--- src/rtl/vga_pkg.sv ---
// Shared VGA timing, tile geometry and pixel types for the video pipeline.
// Latency: n/a (declarations only).
// Backpressure: n/a.
package vga_pkg;

    // Visible area as produced by vga_control
    localparam int H_TDISP   = 640;
    localparam int V_TDISP   = 480;

    // Tile geometry: 16x16 pixel tiles, 40 x 30 tiles on screen
    localparam int TILE_BITS = 4;
    localparam int MAP_COLS  = 40;
    localparam int MAP_ROWS  = 30;

    // Clock cycles from a count/sync change to the matching pixel/sync output
    localparam int PIPE_LAT  = 4;

    typedef struct packed {
        logic [2:0] red;
        logic [2:0] green;
        logic [1:0] blue;
    } rgb332_t;

    // Palette power-up contents: entry i reads back as {i, i}, a visible grey-ish ramp
    function automatic logic [7:0] pal_init(input int idx);
        logic [3:0] n;
        n = 4'(idx);
        return {n, n};
    endfunction

endpackage

--- src/rtl/vga_sync_delay.sv ---
// N-stage shift register for the {h_sync, v_sync, bright, h_count, v_count} bundle.
// Latency: N clock cycles, every stage advances on every edge.
// Backpressure: none; reset loads every stage with RST_VAL (per-bit reset pattern).
module vga_sync_delay #(
    parameter int          N       = 1,
    parameter int          W       = 23,
    parameter logic [W-1:0] RST_VAL = '0
) (
    input  logic         i_clk,
    input  logic         i_rst_n,
    input  logic [W-1:0] i_dat,
    output logic [W-1:0] o_dat
);

    logic [N-1:0][W-1:0] r_stage;

    // Shift the bundle one stage per clock; reset parks every stage on its idle pattern
    always_ff @(posedge i_clk or negedge i_rst_n) begin
        if (!i_rst_n) begin
            r_stage <= {N{RST_VAL}};
        end else begin
            r_stage[0] <= i_dat;
            for (int i = 1; i < N; i++) begin
                r_stage[i] <= r_stage[i-1];
            end
        end
    end

    assign o_dat = r_stage[N-1];

endmodule

--- src/rtl/vga_tile_renderer.sv ---
// Tile renderer: map RAM -> pattern ROM -> 16-entry palette -> RGB332 pixel, sync realigned.
// Latency: 4 clk_50MHz cycles from a count/sync change to the matching pixel and sync.
// Backpressure: none; free-running pipeline, map/pattern memories must answer within one cycle.
module vga_tile_renderer
    import vga_pkg::*;
#(
    parameter int COUNTER_BITS  = 10,
    parameter int TILE_BITS     = vga_pkg::TILE_BITS,
    parameter int MAP_COLS      = vga_pkg::MAP_COLS,
    parameter int MAP_ROWS      = vga_pkg::MAP_ROWS,
    parameter int MAP_ADDR_BITS = 11,
    parameter int IDX_BITS      = 8,
    parameter int COLOR_BITS    = 4
) (
    input  logic                            clk_50MHz,
    input  logic                            clear,
    input  logic [COUNTER_BITS-1:0]         h_count_in,
    input  logic [COUNTER_BITS-1:0]         v_count_in,
    input  logic                            bright_in,
    input  logic                            h_sync_in,
    input  logic                            v_sync_in,
    output logic [MAP_ADDR_BITS-1:0]        map_addr,
    input  logic [IDX_BITS-1:0]             map_data,
    output logic [IDX_BITS+2*TILE_BITS-1:0] pat_addr,
    input  logic [COLOR_BITS-1:0]           pat_data,
    input  logic                            pal_we,
    input  logic [COLOR_BITS-1:0]           pal_waddr,
    input  logic [7:0]                      pal_wdata,
    output logic [2:0]                      red,
    output logic [2:0]                      green,
    output logic [1:0]                      blue,
    output logic                            h_sync_out,
    output logic                            v_sync_out,
    output logic                            blank_n,
    output logic                            frame_start
);

    // Bundle layout through the delay line: {h_sync, v_sync, bright, h_count, v_count}
    localparam int CB     = COUNTER_BITS;
    localparam int PIPE_W = 3 + 2 * CB;
    localparam int PAL_N  = 1 << COLOR_BITS;
    localparam int PAT_W  = IDX_BITS + 2 * TILE_BITS;
    localparam int HS_BIT = 2 * CB + 2;
    localparam int VS_BIT = 2 * CB + 1;
    localparam int BR_BIT = 2 * CB;

    // Idle pattern: syncs inactive (high), blanked, counts at zero
    localparam logic [PIPE_W-1:0] PIPE_RST = {3'b110, {(2 * CB){1'b0}}};

    // The row-base multiply is hard-wired as (row<<5)+(row<<3), i.e. exactly 40 columns
    if (MAP_COLS != 40) begin : g_cols_chk
        $error("vga_tile_renderer: row-base multiply assumes 40 tile columns");
    end
    if (MAP_ROWS * MAP_COLS > (1 << MAP_ADDR_BITS)) begin : g_addr_chk
        $error("vga_tile_renderer: map address too narrow for the tile map");
    end
    if (COLOR_BITS != 4) begin : g_pal_chk
        $error("vga_tile_renderer: palette reset pattern assumes 16 entries");
    end

    // ------------------------------------------------------------------
    // Sync / blank / count delay line, tapped after S0, S2 and S3
    // ------------------------------------------------------------------
    logic [PIPE_W-1:0] w_in_vec;
    logic [PIPE_W-1:0] w_s0_vec;
    logic [PIPE_W-1:0] w_s2_vec;
    logic [PIPE_W-1:0] w_s3_vec;

    assign w_in_vec = {h_sync_in, v_sync_in, bright_in, h_count_in, v_count_in};

    vga_sync_delay #(
        .N       (1),
        .W       (PIPE_W),
        .RST_VAL (PIPE_RST)
    ) u_dly_s0 (
        .i_clk   (clk_50MHz),
        .i_rst_n (clear),
        .i_dat   (w_in_vec),
        .o_dat   (w_s0_vec)
    );

    vga_sync_delay #(
        .N       (2),
        .W       (PIPE_W),
        .RST_VAL (PIPE_RST)
    ) u_dly_s12 (
        .i_clk   (clk_50MHz),
        .i_rst_n (clear),
        .i_dat   (w_s0_vec),
        .o_dat   (w_s2_vec)
    );

    vga_sync_delay #(
        .N       (1),
        .W       (PIPE_W),
        .RST_VAL (PIPE_RST)
    ) u_dly_s3 (
        .i_clk   (clk_50MHz),
        .i_rst_n (clear),
        .i_dat   (w_s2_vec),
        .o_dat   (w_s3_vec)
    );

    // ------------------------------------------------------------------
    // S0: tile-map address from the live counts
    // ------------------------------------------------------------------
    logic [MAP_ADDR_BITS-1:0] w_tile_row;
    logic [MAP_ADDR_BITS-1:0] w_tile_col;
    logic [MAP_ADDR_BITS-1:0] w_map_addr_calc;
    logic [MAP_ADDR_BITS-1:0] r_map_addr;

    assign w_tile_row      = MAP_ADDR_BITS'(v_count_in >> TILE_BITS);
    assign w_tile_col      = MAP_ADDR_BITS'(h_count_in >> TILE_BITS);
    assign w_map_addr_calc = (w_tile_row << 5) + (w_tile_row << 3) + w_tile_col;

    // Register the map address; outside the visible area park it on entry 0 so the
    // counts running into the porches never address past the end of the map
    always_ff @(posedge clk_50MHz or negedge clear) begin
        if (!clear) begin
            r_map_addr <= '0;
        end else begin
            r_map_addr <= bright_in ? w_map_addr_calc : '0;
        end
    end

    // ------------------------------------------------------------------
    // S1: pattern address = {tile index, pixel row in tile, pixel col in tile}
    // ------------------------------------------------------------------
    logic [PAT_W-1:0] r_pat_addr;

    // Combine the returned tile index with the S0-delayed pixel offsets
    always_ff @(posedge clk_50MHz or negedge clear) begin
        if (!clear) begin
            r_pat_addr <= '0;
        end else begin
            r_pat_addr <= {map_data,
                           w_s0_vec[TILE_BITS-1:0],
                           w_s0_vec[CB+TILE_BITS-1:CB]};
        end
    end

    // ------------------------------------------------------------------
    // S2: capture the colour index from the pattern ROM
    // ------------------------------------------------------------------
    logic [COLOR_BITS-1:0] r_cidx;

    // Hold the pattern ROM answer for the palette lookup
    always_ff @(posedge clk_50MHz or negedge clear) begin
        if (!clear) begin
            r_cidx <= '0;
        end else begin
            r_cidx <= pat_data;
        end
    end

    // ------------------------------------------------------------------
    // Palette: 16 x RGB332, CPU-writable at any time
    // ------------------------------------------------------------------
    logic [7:0] r_pal [PAL_N];

    // Palette write port; a read on the same edge sees the pre-write entry
    always_ff @(posedge clk_50MHz or negedge clear) begin
        if (!clear) begin
            for (int i = 0; i < PAL_N; i++) begin
                r_pal[i] <= pal_init(i);
            end
        end else if (pal_we) begin
            r_pal[pal_waddr] <= pal_wdata;
        end
    end

    // ------------------------------------------------------------------
    // S3: palette lookup, blanking and frame-start detection
    // ------------------------------------------------------------------
    rgb332_t r_rgb;
    logic    r_frame_start;
    logic    w_s2_home;
    logic    w_s3_home;

    // Counts about to reach the output are (0,0), and the ones currently there are not
    assign w_s2_home = (w_s2_vec[2*CB-1:0] == '0);
    assign w_s3_home = (w_s3_vec[2*CB-1:0] == '0);

    // Pixel colour from the palette, forced black whenever the aligned bright is low
    always_ff @(posedge clk_50MHz or negedge clear) begin
        if (!clear) begin
            r_rgb <= '0;
        end else begin
            r_rgb <= w_s2_vec[BR_BIT] ? rgb332_t'(r_pal[r_cidx]) : rgb332_t'(8'h00);
        end
    end

    // One-cycle pulse on the first output cycle of pixel (0,0)
    always_ff @(posedge clk_50MHz or negedge clear) begin
        if (!clear) begin
            r_frame_start <= 1'b0;
        end else begin
            r_frame_start <= w_s2_home && !w_s3_home;
        end
    end

    // ------------------------------------------------------------------
    // Outputs
    // ------------------------------------------------------------------
    assign map_addr    = r_map_addr;
    assign pat_addr    = r_pat_addr;
    assign red         = r_rgb.red;
    assign green       = r_rgb.green;
    assign blue        = r_rgb.blue;
    assign h_sync_out  = w_s3_vec[HS_BIT];
    assign v_sync_out  = w_s3_vec[VS_BIT];
    assign blank_n     = w_s3_vec[BR_BIT];
    assign frame_start = r_frame_start;

endmodule

--- config.mk ---
export PLATFORM = sky130hd
export DESIGN_NAME = vga_tile_renderer
export DESIGN_NICKNAME = d
export VERILOG_FILES = /design/src/rtl/vga_pkg.sv /design/src/rtl/vga_sync_delay.sv /design/src/rtl/vga_tile_renderer.sv
export SDC_FILE = /design/constraint.sdc
export NUM_CORES = 1
export LEC_CHECK = 0
export ABC_AREA = 0
export ABC_CLOCK_PERIOD_IN_PS = 1450
export BUFFER_PORTS_ARGS = -buffer_cell sky130_fd_sc_hd__buf_2
export CAP_MARGIN = 0
export CORE_UTILIZATION = 35
export CTS_BUF_LIST = sky130_fd_sc_hd__clkbuf_8
export DETAILED_ROUTE_END_ITERATION = 8
export HOLD_SLACK_MARGIN = 0.12
export PLACE_DENSITY = 0.6
export SETUP_SLACK_MARGIN = 0.3
export SLEW_MARGIN = 20
export SYNTH_ARGS = -nofsm -noshare
export SYNTH_HDL_FRONTEND = slang
export SYNTH_SLANG_ARGS = --single-unit
--- constraint.sdc ---
create_clock -name clk_50MHz -period 1.45 [get_ports clk_50MHz]
set_input_delay 0.2175 -clock clk_50MHz [delete_from_list [all_inputs] [get_ports clk_50MHz]]
set_output_delay 0.2175 -clock clk_50MHz [all_outputs]
set_load 0.1 [all_outputs]
; ---- Word-level counts from Yosys, hierarchy flattened
; Cells that the tools add are included.
[totals]
reg_bits = 260
output_inout_bits = 39
wordCells = 47
[classes]
addsub = 2
order_cmp = 3
n_mux = 8
n_bitwise = 2
reduce_logical = 5
[op_table]
columns = op, count
row1 = 128-bit bitwise mux, 1
row2 = 20-bit zero test, 2
row3 = 8-bit binary-select mux with 4-bit select, 1
row4 = 8-bit demux with 4-bit select, 1
row5 = 8-bit 2-to-1 mux, 4
row6 = 11-bit by 6-bit adder with 11-bit output, 1
row7 = 11-bit by 9-bit adder with 11-bit output, 1
row8 = 11-bit 2-to-1 mux, 1
row9 = "5-bit greater-or-equal comparator, second input constant", 2
row10 = 4-bit NOT with 5-bit output, 2
row11 = "5-bit by 1-bit less-than comparator with 1-bit output, second input constant", 1
row12 = 1-bit logical AND, 2
row13 = 1-bit zero test, 1

; ---- Logic depth before layout (Yosys ltp)
[logic_depth]
word_depth = 6
mapped_depth = 8
mapped_depth_nobuf = 8

; ---- By module
; From an unflattened synthesis, not the netlist that was laid out.
[hier_totals]
hier_cells = 651
area_unflattened_um2 = 10108.4
[modules_own_cells]
columns = mod, instances, cells_each, area_per_inst_um2, seq_area_each_um2
row1 = vga_tile_renderer, 1, 536, 7623.6, 4284.1
row2 = vga_sync_delay (u_dly_s12), 1, 69, 1328.8, 1156.1
row3 = vga_sync_delay (u_dly_s0 ...), 2, 23, 578.1, 578.1

; ---- Least setup slack after synthesis
; No wires, ideal clock.
[synth_path]
kind = input port to flip-flop
startpoint = in h_count_in[9]
endpoint = reg r_map_addr[9] (netlist: map_addr[9])
setup_time_ps = 139
arrival_time_ps = 2082
t_required_ps = 1311
slack_ps = -771
cell_stages = 8
n_path_buf = 0
cell_sequence = inv_1 > fa_1 > inv_1 > ha_1 > a21oi_1 > o21ai_0 > and4b_1 > or4_1
[synth_between]
elab_chain_cells = 2
[synth_lines]
columns = item, line_no
row1 = start: declaration, vga_tile_renderer.sv:17  ; input logic [COUNTER_BITS-1:0] h_count_in,
row2 = 11-bit by 6-bit adder with 11-bit output, vga_tile_renderer.sv:114  ; assign w_map_addr_calc = (w_tile_row << 5) + (w_tile_row << 3) + w_tile_col;
row3 = 11-bit 2-to-1 mux, vga_tile_renderer.sv:122  ; r_map_addr <= bright_in ? w_map_addr_calc : '0;
row4 = end signal: assignment, vga_tile_renderer.sv:122
row5 = end: declaration, vga_tile_renderer.sv:110  ; logic [MAP_ADDR_BITS-1:0] r_map_addr;
; Every way passes these cells.
; A chain may end at the register's enable or synchronous reset.

; ---- Worst setup path after layout
[layout_path]
startpoint = in v_count_in[6]
endpoint = reg r_map_addr[9] (netlist: map_addr[9])
[layout_between]
elab_chain_cells = 3
[layout_lines]
columns = item, line_no
row1 = start: declaration, vga_tile_renderer.sv:18  ; input logic [COUNTER_BITS-1:0] v_count_in,
row2 = 11-bit by 9-bit adder with 11-bit output, vga_tile_renderer.sv:114
row3 = 11-bit by 6-bit adder with 11-bit output, vga_tile_renderer.sv:114
row4 = 11-bit 2-to-1 mux, vga_tile_renderer.sv:122
; Every way passes these cells.

==> impl_metrics.tcl <==
set metrics [dict create \
    reg2regPathDepth 4 \
    vias_per_cell 4.652 \
    post-route-drc-count 0 \
    synth_top_family_by_area "multiplexers" \
    setup_viol 13 \
    yosys_warnings 0 \
    drv_slew 0 \
    clkSinkCount 252 \
    p_int_w 0.01397 \
    crit_type "input port to register" \
    p_switching_w 0.005095 \
    grt-ovfl-total 0 \
    drive_gt1_frac 0.5544 \
    clock-skew-final_ns 0.03629 \
    grt_start_max_net_pins 45 \
    clk_pin_slew_ns 0.06 \
    period_needed_ns 1.606 \
    synth-compound-area-share 0.03170 \
    synth_area_leaders "dfrtp_1 (46%), dfstp_2 (19%), mux2_2 (14%), mux2i_1 (4.9%), mux4_2 (1.8%)" \
    worstReg2RegEnd "blue[1]" \
    initial_utilization 0.3587 \
    worst_pin_slew_ns 0.6321 \
    grt_pass1_wl_um 34040 \
    critPathSlowestCell "fa_1" \
    final-hold-violation-count 0 \
    rows 60 \
    synth_common_cells "dfrtp_1 (180), mux2_2 (118), dfstp_2 (72)" \
    synth-xor-area-share 0 \
    syn_nets 691 \
    io_pins 89 \
    power_w 0.01906 \
    yosysSeqAreaShare 0.6561 \
    fmax_mhz 622.7 \
    place_inst 1122 \
    netlist.area_leader.share 0.4620 \
    path_depth 9 \
    power_density_nw_per_um2 1393 \
    numPortBuffers 88 \
    yosysMostFrequentCell "dfrtp_1" \
    synth_top_flop_cell "dfrtp_1" \
    antenna_found_initial 0 \
    rsz0062_at_grt "true" \
    slowest_delay_ns 0.56 \
    htree_levels 2 \
    die_y_um 168.9 \
    die-area_um2 28530 \
    route.detailed.wl_per_inst_um 16.45 \
    path_cells "buf_8 > inv_8 > fa_1 > inv_2 > ha_4 > a21oi_2 > o21ai_2 > nor4_1 > or4_1" \
    crit_fanout 3 \
    synth_adder_area_share 0.01822 \
    drt_first_pass_iters 4 \
    worst_path_dominant_cell_family "adder cells" \
    grt.total_usage 0.1531 \
    yosys.area_share.simple 0.05339 \
    cts_root_buf "clkbuf_8" \
    syn_area_um2 9749 \
    routed_wl_um 20630 \
    synthCells 628 \
    startpoint "v_count_in[6]" \
    slew_headroom 0.5767 \
    post_dp_cell_area_um2 11600 \
    fin_util 0.5035 \
    layout.cells.non_filler 1254 \
    worstSetupStartpointType "input port" \
    worstHoldPathType "input port to register" \
    max-cap-violations 0 \
    vdd_ir_drop_max_mv 0.8794 \
    p_clk_frac 0.344 \
    end_kind "register" \
    regToRegSetupSlack_ns -0.13 \
    gp_congestion 0.7656 \
    worst_ep_arrival_time_ns 2.01 \
    diodes 0 \
    cts_tree "built" \
    muxShareOfSynthArea 0.2156 \
    outcome "complete, but fails checks" \
    synth_cell_types 43 \
    worst_slack_ns -0.1559 \
    timing.rr.start "r_cidx[0]" \
    hpwl_um 13340 \
    clock_path_buffers 3 \
    required_ns 1.86 \
    dr_total_vias 5833 \
    synth_top_area_cell "dfrtp_1" \
    crit_buf_inv 3 \
    synth_edf_count 0 \
    clock_latency_ns 0.56 \
    combPwrFrac 0.187 \
    nFillCells 2334 \
    drtAntennaViolNets 0 \
    synth.ff_latch_count 252 \
    drt_iter0_markers 266 \
    die_x_um 168.9 \
    core_area_um2 27180 \
    cts-buffers-inserted 45 \
    critPathCapture "map_addr[9]" \
    final_nets 909 \
    grt_pass1_vias 6353 \
    power.leakage_nw 6.189 \
    syn2layout_area_growth_pct 40.35 \
    async_flop_share 1.000 \
    violations "negative setup slack" \
    swShare 0.2673 \
    avgSynthCellArea_um2 15.52 \
    dp_slack_ns -0.7744 \
    pwr-share-seq 0.469 \
    post-route-period-util 1.108 \
    stdcell_area_um2 13680 \
]
-- flip-flops by register name, indices dropped and copies added (netlist names), 2 cells and up --
| signal | count |
|---|---|
| r_cidx | 4 |
| blue | 2 |
| u_dly_s12.o_dat | 23 |
| u_dly_s3.o_dat | 23 |
| green | 3 |
| pat_addr | 8 |
| u_dly_s12.r_stage | 23 |
| u_dly_s0.o_dat | 23 |
| r_pal | 128 |
| red | 3 |
| map_addr | 11 |
-- worst min-delay path by stage --
stage | startpoint | end | slack (ns) | cells past startpoint
2_1_floorplan | clear | blue[0] | -0.08 | 0
3_3_place_gp | clear | pat_addr[15] | 0.14 | 1
3_5_place_dp | clear | pat_addr[15] | 0.14 | 1
4_1_cts | pal_wdata[7] | r_pal[47] | 0.12 | 2
5_1_grt | pal_wdata[7] | r_pal[47] | 0.14 | 2
6_report | pal_wdata[2] | r_pal[34] | 0.15 | 2
-- routing by layer --
layer / part of all wire / vias up / track usage
li1: - / 2684 / -
met1: 0.45 / 3002 / 0.2025
met2: 0.48 / 109 / 0.2463
met3: 0.048 / 38 / 0.03881
met4: 0.019 / 0 / 0.04941
met5: 0 / - / 0
-- cell usage in the layout (no fill, tap or decap), types with 6 or more instances in the layout --
cell,synthesis,final
dfrtp_1,180,179
mux2_2,118,89
dfstp_2,72,72
buf_12,0,61
clkbuf_8,0,53
mux2i_1,48,48
buf_4,11,48
buf_2,6,46
dlygate4sd3_1,0,39
mux2_4,0,38
inv_1,9,26
nand2_1,21,19
a22oi_1,21,19
nor2_4,0,9
ha_1,11,9
buf_6,4,9
mux4_2,8,8
nor4_1,11,7
and2_1,6,6
nand3_1,10,6
-- power groups by stage --
| stage | Sequential, W | Combinational [W] | Clock [W] |
|---|---|---|---|
| after floorplan | 0.00941 | 0.00180 | 0 |
| after global placement | 0.00896 | 0.00310 | 0 |
| after detailed placement | 0.00898 | 0.00316 | 0 |
| after CTS | 0.00893 | 0.00357 | 0.00681 |
| after global routing | 0.00907 | 0.00384 | 0.00715 |
| final | 0.00894 | 0.00357 | 0.00655 |
-- cell type report --
cell class / instances / area (µm²) / share of cell area
Multi-Input combinational cell: 332 / 3513 / 0.2568
Tap cell: 372 / 465.4 / 0.03402
Clock buffer: 53 / 729.5 / 0.05331
Timing Repair Buffer: 206 / 2349 / 0.1716
Sequential cell: 252 / 6397 / 0.4675
Inverter: 9 / 41.29 / 0.003018
Clock inverter: 30 / 187.7 / 0.01372
-- through the flow --
stage          hold slack [ns]  TNS (ns)
3_3_place_gp            0.1448    -4.549
6_report                0.1456    -1.061
2_1_floorplan         -0.07809    -1.041
3_5_place_dp            0.1439    -5.218
5_1_grt                 0.1400    -1.671
4_1_cts                 0.1210   -0.9404
-- cell families (layout without fill, tap and decap cells) --
logic type | count (synthesis) | in the layout
DFF | 252 | 252
muxes | 184 | 184
and+or+nand+nor | 91 | 91
AOI/OAI and AO/OA | 44 | 44
buffers and inverters | 44 | 298
adders and majority gates | 13 | 13
-- repair_timing --
action | 4_1_cts | 5_1_grt
pin swaps | 10 | 11
gates cloned | 0 | 0
setup endpoints to repair | 53 | 53
endpoints found under the hold margin | 249 | 0
hold buffers | 39 | 0
gates resized for setup | 169 | 12
buffers inserted | 5 | 5
No activity file was read; power rests on OpenSTA's default activity.
